$ cat src/rtl/score2digits.sv
// score2digits: serial 14-bit binary to 4-digit BCD converter (double dabble),
// one iteration per clock, with a committed digit register and a registered
// digit read port selected by digit_sel.
// Optional feature: define SCORE2DIGITS_LZB_EN to blank leading zeros
// (thousands/hundreds/tens) with 4'hF at commit time.
module score2digits (
    input  logic        clk,
    input  logic        rst_n,
    input  logic [13:0] value,
    input  logic        load,
    input  logic [1:0]  digit_sel,
    output logic        busy,
    output logic        done,
    output logic        valid,
    output logic [3:0]  digit
);

    localparam int unsigned BIN_W = 14;
    localparam int unsigned BCD_W = 16;
    localparam int unsigned CNT_W = 4;
    localparam logic [BIN_W-1:0] MAX_VAL   = BIN_W'(9999);
    localparam logic [CNT_W-1:0] LAST_ITER = CNT_W'(BIN_W - 1);

    typedef enum logic {IDLE, SHIFT} state_t;

    state_t             state_q, state_d;
    logic [BIN_W-1:0]   bin_q, bin_d;
    logic [BCD_W-1:0]   bcd_q, bcd_d;
    logic [CNT_W-1:0]   cnt_q, cnt_d;
    logic [BCD_W-1:0]   dig_q, dig_d;
    logic               busy_q, busy_d;
    logic               done_q, done_d;
    logic               valid_q, valid_d;
    logic [3:0]         digit_q, digit_d;

    logic [BCD_W-1:0]       bcd_adj;
    logic [BCD_W+BIN_W-1:0] shifted;
    logic [BCD_W-1:0]       bcd_shift;
    logic [BIN_W-1:0]       bin_shift;
    logic [BCD_W-1:0]       commit_val;

    // One double-dabble step: add 3 to any nibble >= 5, then shift {bcd, bin} left
    always_comb begin
        bcd_adj = '0;
        for (int i = 0; i < 4; i++) begin
            bcd_adj[4*i +: 4] = (bcd_q[4*i +: 4] >= 4'd5) ? (bcd_q[4*i +: 4] + 4'd3)
                                                          : bcd_q[4*i +: 4];
        end
        shifted   = {bcd_adj, bin_q} << 1;
        bcd_shift = shifted[BCD_W+BIN_W-1:BIN_W];
        bin_shift = shifted[BIN_W-1:0];
    end

`ifdef SCORE2DIGITS_LZB_EN
    logic th_blank, hu_blank, te_blank;

    // Replace zeros above the most significant nonzero digit with blank (4'hF); units always shown
    always_comb begin
        th_blank   = (bcd_shift[15:12] == 4'd0);
        hu_blank   = th_blank && (bcd_shift[11:8] == 4'd0);
        te_blank   = hu_blank && (bcd_shift[7:4] == 4'd0);
        commit_val = {th_blank ? 4'hF : bcd_shift[15:12],
                      hu_blank ? 4'hF : bcd_shift[11:8],
                      te_blank ? 4'hF : bcd_shift[7:4],
                      bcd_shift[3:0]};
    end
`else
    // Raw BCD result is committed as-is
    always_comb begin
        commit_val = bcd_shift;
    end
`endif

    // Next-state, datapath and registered-output logic
    always_comb begin
        state_d = state_q;
        bin_d   = bin_q;
        bcd_d   = bcd_q;
        cnt_d   = cnt_q;
        dig_d   = dig_q;
        busy_d  = busy_q;
        done_d  = 1'b0;
        valid_d = valid_q;

        unique case (state_q)
            IDLE: begin
                if (load) begin
                    bin_d   = (value > MAX_VAL) ? MAX_VAL : value;
                    bcd_d   = '0;
                    cnt_d   = '0;
                    busy_d  = 1'b1;
                    state_d = SHIFT;
                end
            end
            SHIFT: begin
                bin_d = bin_shift;
                bcd_d = bcd_shift;
                cnt_d = cnt_q + CNT_W'(1);
                if (cnt_q == LAST_ITER) begin
                    dig_d   = commit_val;
                    busy_d  = 1'b0;
                    done_d  = 1'b1;
                    valid_d = 1'b1;
                    state_d = IDLE;
                end
            end
            default: state_d = IDLE;
        endcase

        unique case (digit_sel)
            2'd0:    digit_d = dig_q[15:12];
            2'd1:    digit_d = dig_q[11:8];
            2'd2:    digit_d = dig_q[7:4];
            default: digit_d = dig_q[3:0];
        endcase
    end

    // State and output registers
    always_ff @(posedge clk or negedge rst_n) begin
        if (!rst_n) begin
            state_q <= IDLE;
            bin_q   <= '0;
            bcd_q   <= '0;
            cnt_q   <= '0;
            dig_q   <= '0;
            busy_q  <= 1'b0;
            done_q  <= 1'b0;
            valid_q <= 1'b0;
            digit_q <= 4'h0;
        end else begin
            state_q <= state_d;
            bin_q   <= bin_d;
            bcd_q   <= bcd_d;
            cnt_q   <= cnt_d;
            dig_q   <= dig_d;
            busy_q  <= busy_d;
            done_q  <= done_d;
            valid_q <= valid_d;
            digit_q <= digit_d;
        end
    end

    assign busy  = busy_q;
    assign done  = done_q;
    assign valid = valid_q;
    assign digit = digit_q;

endmodule

$ cat config.mk
export PLATFORM = sky130hd
export DESIGN_NAME = score2digits
export DESIGN_NICKNAME = d
export VERILOG_FILES = /design/src/rtl/score2digits.sv
export SDC_FILE = /design/constraint.sdc
export NUM_CORES = 1
export LEC_CHECK = 0
export ABC_AREA = 1
export CAP_MARGIN = 5
export CORE_MARGIN = 3
export CORE_UTILIZATION = 30
export CTS_CLUSTER_SIZE = 10
export DETAILED_ROUTE_END_ITERATION = 16
export PLACE_DENSITY = 0.52
export REMOVE_ABC_BUFFERS = 1
export SETUP_SLACK_MARGIN = 0.15
export SLEW_MARGIN = 30
export SYNTH_ARGS = -nofsm -noshare
export SYNTH_HDL_FRONTEND = slang
export SYNTH_SLANG_ARGS = --single-unit
$ cat constraint.sdc
create_clock -name clk -period 1.3 [get_ports clk]
set_input_delay 0.13 -clock clk [delete_from_list [all_inputs] [get_ports clk]]
set_output_delay 0.13 -clock clk [all_outputs]
set_load 0.05 [all_outputs]
==> qor.yml, run 1 <==
start_util_pct: 31.6
crit_type: "reg -> reg"
ys_seq_area_share_pct: 51.7
hold_viol_final: 0
num_io_pins: 26
yosysMostFrequentCell: "nand2_1"
ys_warn_count: 0
cp-start-kind: "flop"
grt-ovfl-total: 0
track_usage_pct: 13.8
power_density_nw_per_um2: 2540
wl_per_cell_um: 13.8
area_delta_synth_final_pct: 52.6
status: "complete, no violations"
drt_iter0_drc: 90
ant_nets: 0
synth_top_area_cell: "dfrtp_1"
vdd_drop_max_v: 0.000658
clk_pin_slew_ps: 70
p_total_uw: 10900
hold_class: "in -> async"
root_buffer: "clkbuf_8"
cts_sinks: 58
syn_area_um2: 2810
holdWs_ps: 297
tightest_slew_ps: 493
die_w_um: 103
post-place-ws_ps: -117
routed_wl_um: 7080
num_vias: 2442
slew_viol_final: 0
design_area_um2: 4280
crit_path_end_kind: "flop"
min_period_ps: 1260
cts_tree: "built"
die_h_um: 103
relSlewSlack_pct: 67.1
drive_above_1_share_pct: 37.2
n_antenna_cell: 0
leakage_uw: 0.00208
insertion_delay_ps: 330
setup_viol: 0
fmax_mhz: 795
synth.area.top_cells: "dfrtp_1 52%, nand2_1 14%, nand3_1 6.6%, inv_1 4.5%, ha_1 4.5%"
synth_ff_type: "dfrtp_1"
async_flop_share_pct: 100
grt_pass1_vias: 2539
clock-skew-final_ps: 8.72
portBuffers: 25
htree_levels: 3
fin_crit_sh_pct: 96.8
synth_seq_cells: 58
rsz0062_at_grt: "yes"
yosys-top-cells-count: "107 x nand2_1, 58 x dfrtp_1, 37 x nand3_1"
busiest_layer: "met2"
synth-edff-count: 0
grtUsageMet1_pct: 17.3
cp_data_required_time_ps: 1520
worst_slack_ps: 41.7
r2r_cells: 7
synth_cell_types: 25
grt_max_degree: 26
drcViolationCount: 0
die-area_um2: 10600
max-cap-violations: 0
core_area_um2: 8890
crit_fanout: 5
clk_path_buf_depth: 2
cp.arrival_ps: 1480
nNetsFinal: 431
place.gp.congestion: 0.783
globalRouteMet2Util_pct: 23.0
grtUsageMet3_pct: 2.77
avgViaCountPerCell: 4.75
cts_buffers: 9
dp_hpwl_um: 4350
synth_top_area_share_pct: 51.7
antenna_found_initial: 0
n_fill_cell: 821
fin_setup_tns_ps: 0
postPlaceCellArea_um2: 3400
row_count: 34
netlist_instances: 328
grt_pass1_wl_um: 11300
syn_avg_cell_area_um2: 8.56
drtPass1Iterations: 4
==> routing by layer <==
layer | up-vias | part of all wire [%]
met5 | - | 0
met4 | 0 | 1.7
met3 | 12 | 3.2
met2 | 49 | 50
met1 | 1172 | 45
li1 | 1209 | -
==> cell families after synthesis <==
group,after synthesis,share of synthesized area (%)
adders and majority gates,10,4.46
buffers and inverters,49,8.29
AOI/OAI and AO/OA,41,8.92
xor gates and xnor gates,4,1.25
and+or+nand+nor,166,25.4
DFF,58,51.7
==> area by class of cell <==
type | count | area (um^2) | share of cell area (%)
repair buffers | 73 | 800 | 18.7
flip-flops and latches | 58 | 1450 | 33.9
clock inverters | 1 | 30.0 | 0.701
multi-input cells | 221 | 1490 | 34.7
clock buffers | 14 | 193 | 4.50
well taps | 108 | 135 | 3.16
repair inverters | 1 | 16.3 | 0.380
inverters | 38 | 170 | 3.97
==> critical path, stage by stage (launching register included) <==
cell	delay (ps)
dfrtp_1	420
ha_1	210
nand2_1	110
nand3_4	120
inv_4	100
nand2_2	70
nand3_2	60
nand2_1	40
==> cells in the final DEF (no fill, tap or decap), drive strengths merged <==
master / count
ha: 10
nand3: 37
o22ai: 6
or2: 1
dfrtp: 58
nor2: 13
a22oi: 11
bufinv: 1
xor2: 4
nand2: 109
clkbuf: 15
clkdlybuf4s50: 17
inv: 38
o221ai: 1
dlygate4sd3: 1
o211ai: 2
buf: 54
a21oi: 1
clkinv: 1
a31oi: 1
o21ai: 19
nand4: 6
==> repair_timing <==
| action | CTS | global route |
|---|---|---|
| resized for setup | 69 | 67 |
| endpoints found under the setup margin | 50 | 49 |
| hold endpoints to repair | 16 | 0 |
| buffers inserted | 9 | 11 |
| hold buffers | 1 | 0 |
| gates cloned | 0 | 2 |
| pin swaps | 15 | 20 |
==> where the power goes <==
| group | total, uW | switching (uW) | internal [uW] |
|---|---|---|---|
| clock | 1820 | 680 | 1140 |
| sequential | 3320 | 677 | 2640 |
| combinational | 5720 | 3060 | 2670 |
| total | 10900 | 4410 | 6450 |
==> metrics by stage <==
step,std cells,util [%]
5_1_grt,514,48.2
3_3_place_gp,477,38.2
4_1_cts,502,43.9
6_report,514,48.2
2_1_floorplan,317,-
3_5_place_dp,477,38.2
==> final timing paths <==
kind	slack (ps)	endpoint	from
worst min register to register	480	dig_q[13]	dig_q[13]
max in group asynchronous	510	state_q	rst_n
worst min-delay path	300	dig_q[11]	rst_n
worst max-delay path	40	dig_q[10]	bcd_q[8]
min in group clk	410	bin_q[0]	value[0]
worst max register to register	40	dig_q[10]	bcd_q[8]
==> flip-flops by register name (all words and copies together), names as in the netlist <==
name / cells
bin_q: 14
valid: 1
busy: 1
done: 1
dig_q: 16
bcd_q: 16
digit: 4
state_q: 1
cnt_q: 4
Power figures use the tool's default switching activity.
==> inputs of run 2 (changes only) <==
--- a/config.mk
+++ b/config.mk
@@ -11,7 +11,8 @@
 export CORE_UTILIZATION = 30
 export CTS_CLUSTER_SIZE = 10
 export DETAILED_ROUTE_END_ITERATION = 16
-export PLACE_DENSITY = 0.52
+export DONT_BUFFER_PORTS = 1
+export PLACE_DENSITY = 0.48
 export REMOVE_ABC_BUFFERS = 1
 export SETUP_SLACK_MARGIN = 0.15
 export SLEW_MARGIN = 30
==> qor.yml, run 2 (synthesized netlist as in run 1, its figures left out) <==
area_delta_synth_final_pct: 42.7  # was 52.6%
r2r_cells: 9  # was 7
setup_viol: 0  # unchanged
slew_viol_final: 0  # unchanged
multi_input_area_um2: 1530  # was 1490 um^2
rsz0062_at_grt: "yes"  # unchanged
hold_viol_final: 58  # was 0
avgViaCountPerCell: 4.82  # was 4.75
n_fill_cell: 848  # was 821
layout_commonest_cell: "nand2_1"  # unchanged
clk_path_buf_depth: 2  # unchanged
grt-ovfl-total: 0  # unchanged
cts_hold_buf: 15  # was 1
design_area_um2: 4000  # was 4280 um^2
grt_pass1_wl_um: 11300  # about the same
holdWs_ps: -514  # was 297 ps
leakage_uw: 0.00195  # was 0.00208 uW
violations: "hold timing"
drtPass1Iterations: 4  # unchanged
grt_pass1_vias: 2401  # was 2539
core_area_um2: 8890  # unchanged
clock-skew-final_ps: 5.19  # was 8.72 ps
portBuffers: 0  # was 25
hold_class: "in -> async"  # unchanged
cts_tree: "built"  # unchanged
htree_levels: 3  # unchanged
crit_fanout: 4  # was 5
min_period_ps: 1270  # was 1260 ps
regArea_um2: 1450  # unchanged
max-cap-violations: 0  # unchanged
power_density_nw_per_um2: 2640  # was 2540 nW/um^2
clk_pin_slew_ps: 70  # about the same
ant_nets: 0  # unchanged
tightest_slew_ps: 451  # was 493 ps
cp.arrival_ps: 1480  # about the same
die_w_um: 103  # unchanged
nNetsFinal: 412  # was 431
cp_data_required_time_ps: 1520  # about the same
mostFrequentLayoutCells: "82 x nand2_1, 57 x dfrtp_1, 28 x buf_4"  # was 89 x nand2_1, 57 x dfrtp_1, 30 x buf_4
cts_sinks: 58  # unchanged
root_buffer: "clkbuf_8"  # unchanged
place.gp.congestion: 0.834  # was 0.783
routed_wl_um: 6950  # was 7080 um
row_count: 34  # unchanged
num_vias: 2389  # was 2442
post-place-ws_ps: -81.5  # was -117 ps
top_regs: "bcd_q (16), dig_q (16), bin_q (14)"  # unchanged
drive_above_1_share_pct: 37.9  # was 37.2%
fin_crit_sh_pct: 97.5  # was 96.8%
start_util_pct: 31.6  # unchanged
status: "finished with violations"  # was complete, no violations
grt_max_degree: 59  # was 26
die_h_um: 103  # unchanged
worst_slack_ps: 32.4  # was 41.7 ps
wl_per_cell_um: 14.0  # was 13.8 um
postPlaceCellArea_um2: 3040  # was 3400 um^2
num_io_pins: 26  # unchanged
track_usage_pct: 13.7  # was 13.8%
relSlewSlack_pct: 69.9  # was 67.1%
crit_path_end_kind: "flop"  # unchanged
antenna_found_initial: 0  # unchanged
insertion_delay_ps: 330  # about the same
vdd_drop_max_v: 0.000925  # was 0.000658 V
crit_type: "reg -> reg"  # unchanged
drt_iter0_drc: 81  # was 90
n_antenna_cell: 0  # unchanged
cp-start-kind: "flop"  # unchanged
die-area_um2: 10600  # unchanged
dp_hpwl_um: 4180  # was 4350 um
drcViolationCount: 0  # unchanged
cts_buffers: 9  # unchanged
fmax_mhz: 789  # was 795 MHz
run 2: final cells by class:
class | count | area share (%)
tap | 108 | 3.38
sequential | 58 | 36.3
clock buffer | 10 | 3.44
clock inverter | 6 | 2.00
timing repair buffer | 55 | 12.8
multi-input combinational | 221 | 38.1
inverter | 38 | 4.00
run 2: per-layer routing:
| metal | up-vias | GRT usage, % | part of all wire, % |
|---|---|---|---|
| met2 | 50 | 21.4 | 49 |
| li1 | 1177 | - | - |
| met1 | 1151 | 18.2 | 45 |
| met5 | - | 0 | 0 |
| met3 | 11 | 3.72 | 4.2 |
| met4 | 0 | 5.45 | 1.5 |
run 2: timing repair:
item / in CTS / in global routing
cloned: 0 / 0
endpoints found under the setup margin: 37 / 47
pin swaps: 15 / 16
setup buffers: 7 / 10
gates resized for setup: 72 / 65
hold endpoints to repair: 75 / 58
run 2: worst max-delay path: stages (launching register included):
cell and delay, ps:
dfrtp_1 380, inv_2 120, ha_4 150, inv_2 40, nand2_4 70, nand3_4 110
inv_4 100, nand2_4 70, nand3_2 70, o21ai_2 50
run 2: final timing paths:
kind | from | to | slack [ps]
min in group clk | digit_sel[0] | digit[3] | 30
max | bcd_q[9] | bcd_q[9] | 30
max reg2reg | bcd_q[9] | bcd_q[9] | 30
min reg2reg | dig_q[2] | dig_q[2] | 480
min | rst_n | done | -510
max in group asynchronous | rst_n | state_q | 1690
run 2: power breakdown:
part | switching (uW) | internal, uW | leakage, uW
logic | 2910 | 2390 | 0.00111
clock network | 713 | 1120 | 0.000116
registers | 807 | 2640 | 0.000718
run 2: per-stage QoR:
stage               total power, uW  std cells  TNS, ps  hold WS, ps  utilization, %
floorplan                      5470        317    -9020         -166               -
global placement               6550        448     -145         -164            34.2
detailed placement             6610        448     -363         -164            34.2
CTS                            9400        486        0         -535            41.5
global route                  11400        496     -207         -539            45.0
finish                        10600        496        0         -514            45.0
==> inputs of run 3 (changes only) <==
--- a/config.mk
+++ b/config.mk
@@ -5,7 +5,6 @@
 export SDC_FILE = /design/constraint.sdc
 export NUM_CORES = 1
 export LEC_CHECK = 0
-export ABC_AREA = 1
 export CAP_MARGIN = 5
 export CORE_MARGIN = 3
 export CORE_UTILIZATION = 30
==> qor.yml, run 3 <==
fin_crit_sh_pct: 111  # was 97.5%
status: "finished with violations"  # unchanged
pwr-share-comb_pct: 52.1  # was 50.1%
synth.area.top_cells: "dfrtp_1 51%, mux2i_1 6.3%, nand2b_1 4.6%, ha_1 4.4%, nand2_1 3.8%"  # was dfrtp_1 52%, nand2_1 14%, nand3_1 6.6%, inv_1 4.5%, ha_1 4.5%
row_count: 34  # unchanged
start_util_pct: 31.9  # was 31.6%
leakage_uw: 0.00191  # was 0.00195 uW
netlist_instances: 259  # was 328
synth_top_area_share_pct: 50.8  # was 51.7%
slew_viol_final: 0  # unchanged
wl_per_cell_um: 15.3  # was 14.0 um
mostFrequentLayoutCells: "56 x dfrtp_1, 31 x buf_4, 25 x nand2_1"  # was 82 x nand2_1, 57 x dfrtp_1, 28 x buf_4
min_period_ps: 1440  # was 1270 ps
cts_hold_buf: 9  # was 15
n_antenna_cell: 0  # unchanged
cp_slowest_stage_delay_ps: 450  # was 380 ps
vdd_drop_max_v: 0.000741  # was 0.000925 V
worst_slack_ps: -141  # was 32.4 ps
p_int_uw: 6850  # was 6150 uW
die_h_um: 104  # was 103 um
cts_buffers: 9  # unchanged
clkPwrFrac_pct: 15.6  # was 17.3%
crit_fanout: 4  # unchanged
grt-ovfl-total: 0  # unchanged
hold_class: "in -> async"  # unchanged
die_w_um: 104  # was 103 um
cts_sinks: 58  # unchanged
track_usage_pct: 12.6  # was 13.7%
dp_hpwl_um: 3950  # was 4180 um
r2r_end: "bcd_q[10]"  # was bcd_q[9]
synth_top_area_cell: "dfrtp_1"  # unchanged
syn_area_um2: 2860  # was 2810 um^2
relSlewSlack_pct: 41.8  # was 69.9%
synth_seq_cells: 58  # unchanged
cp-start-kind: "flop"  # unchanged
yosysMostFrequentCell: "dfrtp_1"  # was nand2_1
portBuffers: 0  # unchanged
crit_end: "bcd_q[10]"  # was bcd_q[9]
ant_nets: 0  # unchanged
setup_viol: 23  # was 0
p_sw_uw: 4030  # was 4430 uW
fin_cells: 452  # was 496
syn_avg_cell_area_um2: 11.0  # was 8.56 um^2
grt_max_degree: 59  # unchanged
r2r_cells: 5  # was 9
drcViolationCount: 0  # unchanged
p_sw_share_pct: 37.1  # was 41.9%
grt_pass1_vias: 2240  # was 2401
crit_path_end_kind: "flop"  # unchanged
insertion_delay_ps: 330  # about the same
clk_path_buf_depth: 2  # unchanged
nNetsFinal: 350  # was 412
crit_type: "reg -> reg"  # unchanged
ys_warn_count: 0  # unchanged
cp_data_required_time_ps: 1550  # was 1520 ps
layout_commonest_cell: "dfrtp_1"  # was nand2_1
drt_iter0_drc: 47  # was 81
clk_pin_slew_ps: 70  # about the same
cts_tree: "built"  # unchanged
p_total_uw: 10900  # was 10600 uW
power_density_nw_per_um2: 2590  # was 2640 nW/um^2
path_cells: "ha_4, nand2b_4, a21oi_4, mux2_4, mux2i_1"  # was inv_2, ha_4, inv_2, nand2_4, nand3_4, inv_4, nand2_4, nand3_2, o21ai_2
tightest_slew_ps: 871  # was 451 ps
fmax_mhz: 694  # was 789 MHz
holdWs_ps: -514  # about the same
htree_levels: 3  # unchanged
power_frac_seq_pct: 32.3  # was 32.6%
area_delta_synth_final_pct: 47.1  # was 42.7%
slowest_stage: "dfrtp_2"  # was dfrtp_1
top_regs: "bcd_q (16), dig_q (16), bin_q (14)"  # unchanged
drive_above_1_share_pct: 45.4  # was 37.9%
num_io_pins: 26  # unchanged
synth_cell_types: 38  # was 25
core_area_um2: 8980  # was 8890 um^2
die-area_um2: 10700  # was 10600 um^2
hold_viol_final: 58  # unchanged
grt_pass1_wl_um: 11000  # was 11300 um
startpoint: "bcd_q[8]"  # was bcd_q[9]
rrSetupSlack_ps: -140  # was 30 ps
place.gp.congestion: 0.783  # was 0.834
clock-skew-final_ps: 9.04  # was 5.19 ps
drtPass1Iterations: 4  # unchanged
async_flop_share_pct: 100  # unchanged
routed_wl_um: 6920  # was 6950 um
synth-edff-count: 0  # unchanged
antenna_found_initial: 0  # unchanged
max-cap-violations: 0  # unchanged
cp.arrival_ps: 1690  # was 1480 ps
worstReg2RegStart: "bcd_q[8]"  # was bcd_q[9]
yosys-top-cells-count: "58 x dfrtp_1, 29 x nand2_1, 21 x nand2b_1"  # was 107 x nand2_1, 58 x dfrtp_1, 37 x nand3_1
num_vias: 2134  # was 2389
ys_seq_area_share_pct: 50.8  # was 51.7%
avgViaCountPerCell: 4.72  # was 4.82
synth_ff_type: "dfrtp_1"  # unchanged
post-place-cells: 401  # was 448
root_buffer: "clkbuf_8"  # unchanged
rsz0062_at_grt: "yes"  # unchanged
violations: "hold timing, setup timing"  # was hold timing
run 3: cell types whose count changed after synthesis, sizes merged, moves of 10 or more:
cell and change:
a21oi +10, nand2b +21, a22oi -11, inv -28, nor3b +13, mux2i +18, nand3 -35, nand2 -80
run 3: what timing repair did:
action                                 CTS  global route
setup endpoints to repair               34            47
endpoints found under the hold margin   89            58
pin swaps                               10            12
setup buffers                            7            16
resized for setup                       59            59
cloned                                   0             3
run 3: logic make-up after synthesis:
| logic type | after synthesis | share of synthesized area [%] |
|---|---|---|
| simple gates | 81 | 15.5 |
| flops | 58 | 50.8 |
| compound gates | 54 | 11.6 |
| mux | 27 | 11.7 |
| buf+inv | 23 | 4.24 |
| fa+ha+maj | 10 | 4.38 |
| xor+xnor | 6 | 1.84 |
run 3: power groups by stage:
stage                     registers, uW  clock network (uW)  logic [uW]
after floorplan                    3470                   0        2080
after global placement             3350                   0        3420
after detailed placement           3350                   0        3490
after CTS                          3430                1740        4540
after global routing               3630                1850        6210
final                              3520                1700        5670
run 3: stage by stage:
stage          hold WS [ps]  util, %  TNS [ps]  setup slack (ps)  area [um^2]
2_1_floorplan          -166        -    -38610             -1490         2780
3_3_place_gp           -164     35.4     -2230              -168         3180
3_5_place_dp           -164     35.4     -2810              -234         3180
4_1_cts                -530     42.1     -1280              -107         3780
5_1_grt                -535     46.8     -3750              -237         4210
6_report               -514     46.8     -1880              -141         4210
run 3: layout make-up:
cell class	instances	area, um^2
Clock buffer	14	163
Fill cell	842	4770
Tap cell	126	158
Sequential cell	58	1450
Clock inverter	2	35.0
Multi-Input combinational cell	178	1700
Timing Repair Buffer	64	657
Inverter	10	40.0
run 3: worst max-delay path, delay by kind of cell (launching register included):
kind / cells / cell delay (ps)
flops: 1 / 450
mux: 2 / 460
fa+ha+maj: 1 / 170
simple gates: 1 / 150
compound gates: 1 / 150
run 3: how the worst min path moves through the flow:
stage           from  endpoint  cells after the start
6_report       rst_n  bin_q[2]                      0
5_1_grt        rst_n  bin_q[2]                      0
4_1_cts        rst_n  bin_q[2]                      0
3_5_place_dp   rst_n  bin_q[2]                      0
3_3_place_gp   rst_n  bin_q[1]                      0
2_1_floorplan  rst_n  bcd_q[0]                      0
run 3: routing by layer:
layer	GRT usage (%)	vias to the layer above	share of wire, %
met5	0	-	0
met4	6.36	0	2.3
met3	2.24	14	2.0
met2	20.7	24	49
met1	16.0	1073	46
li1	-	1023	-
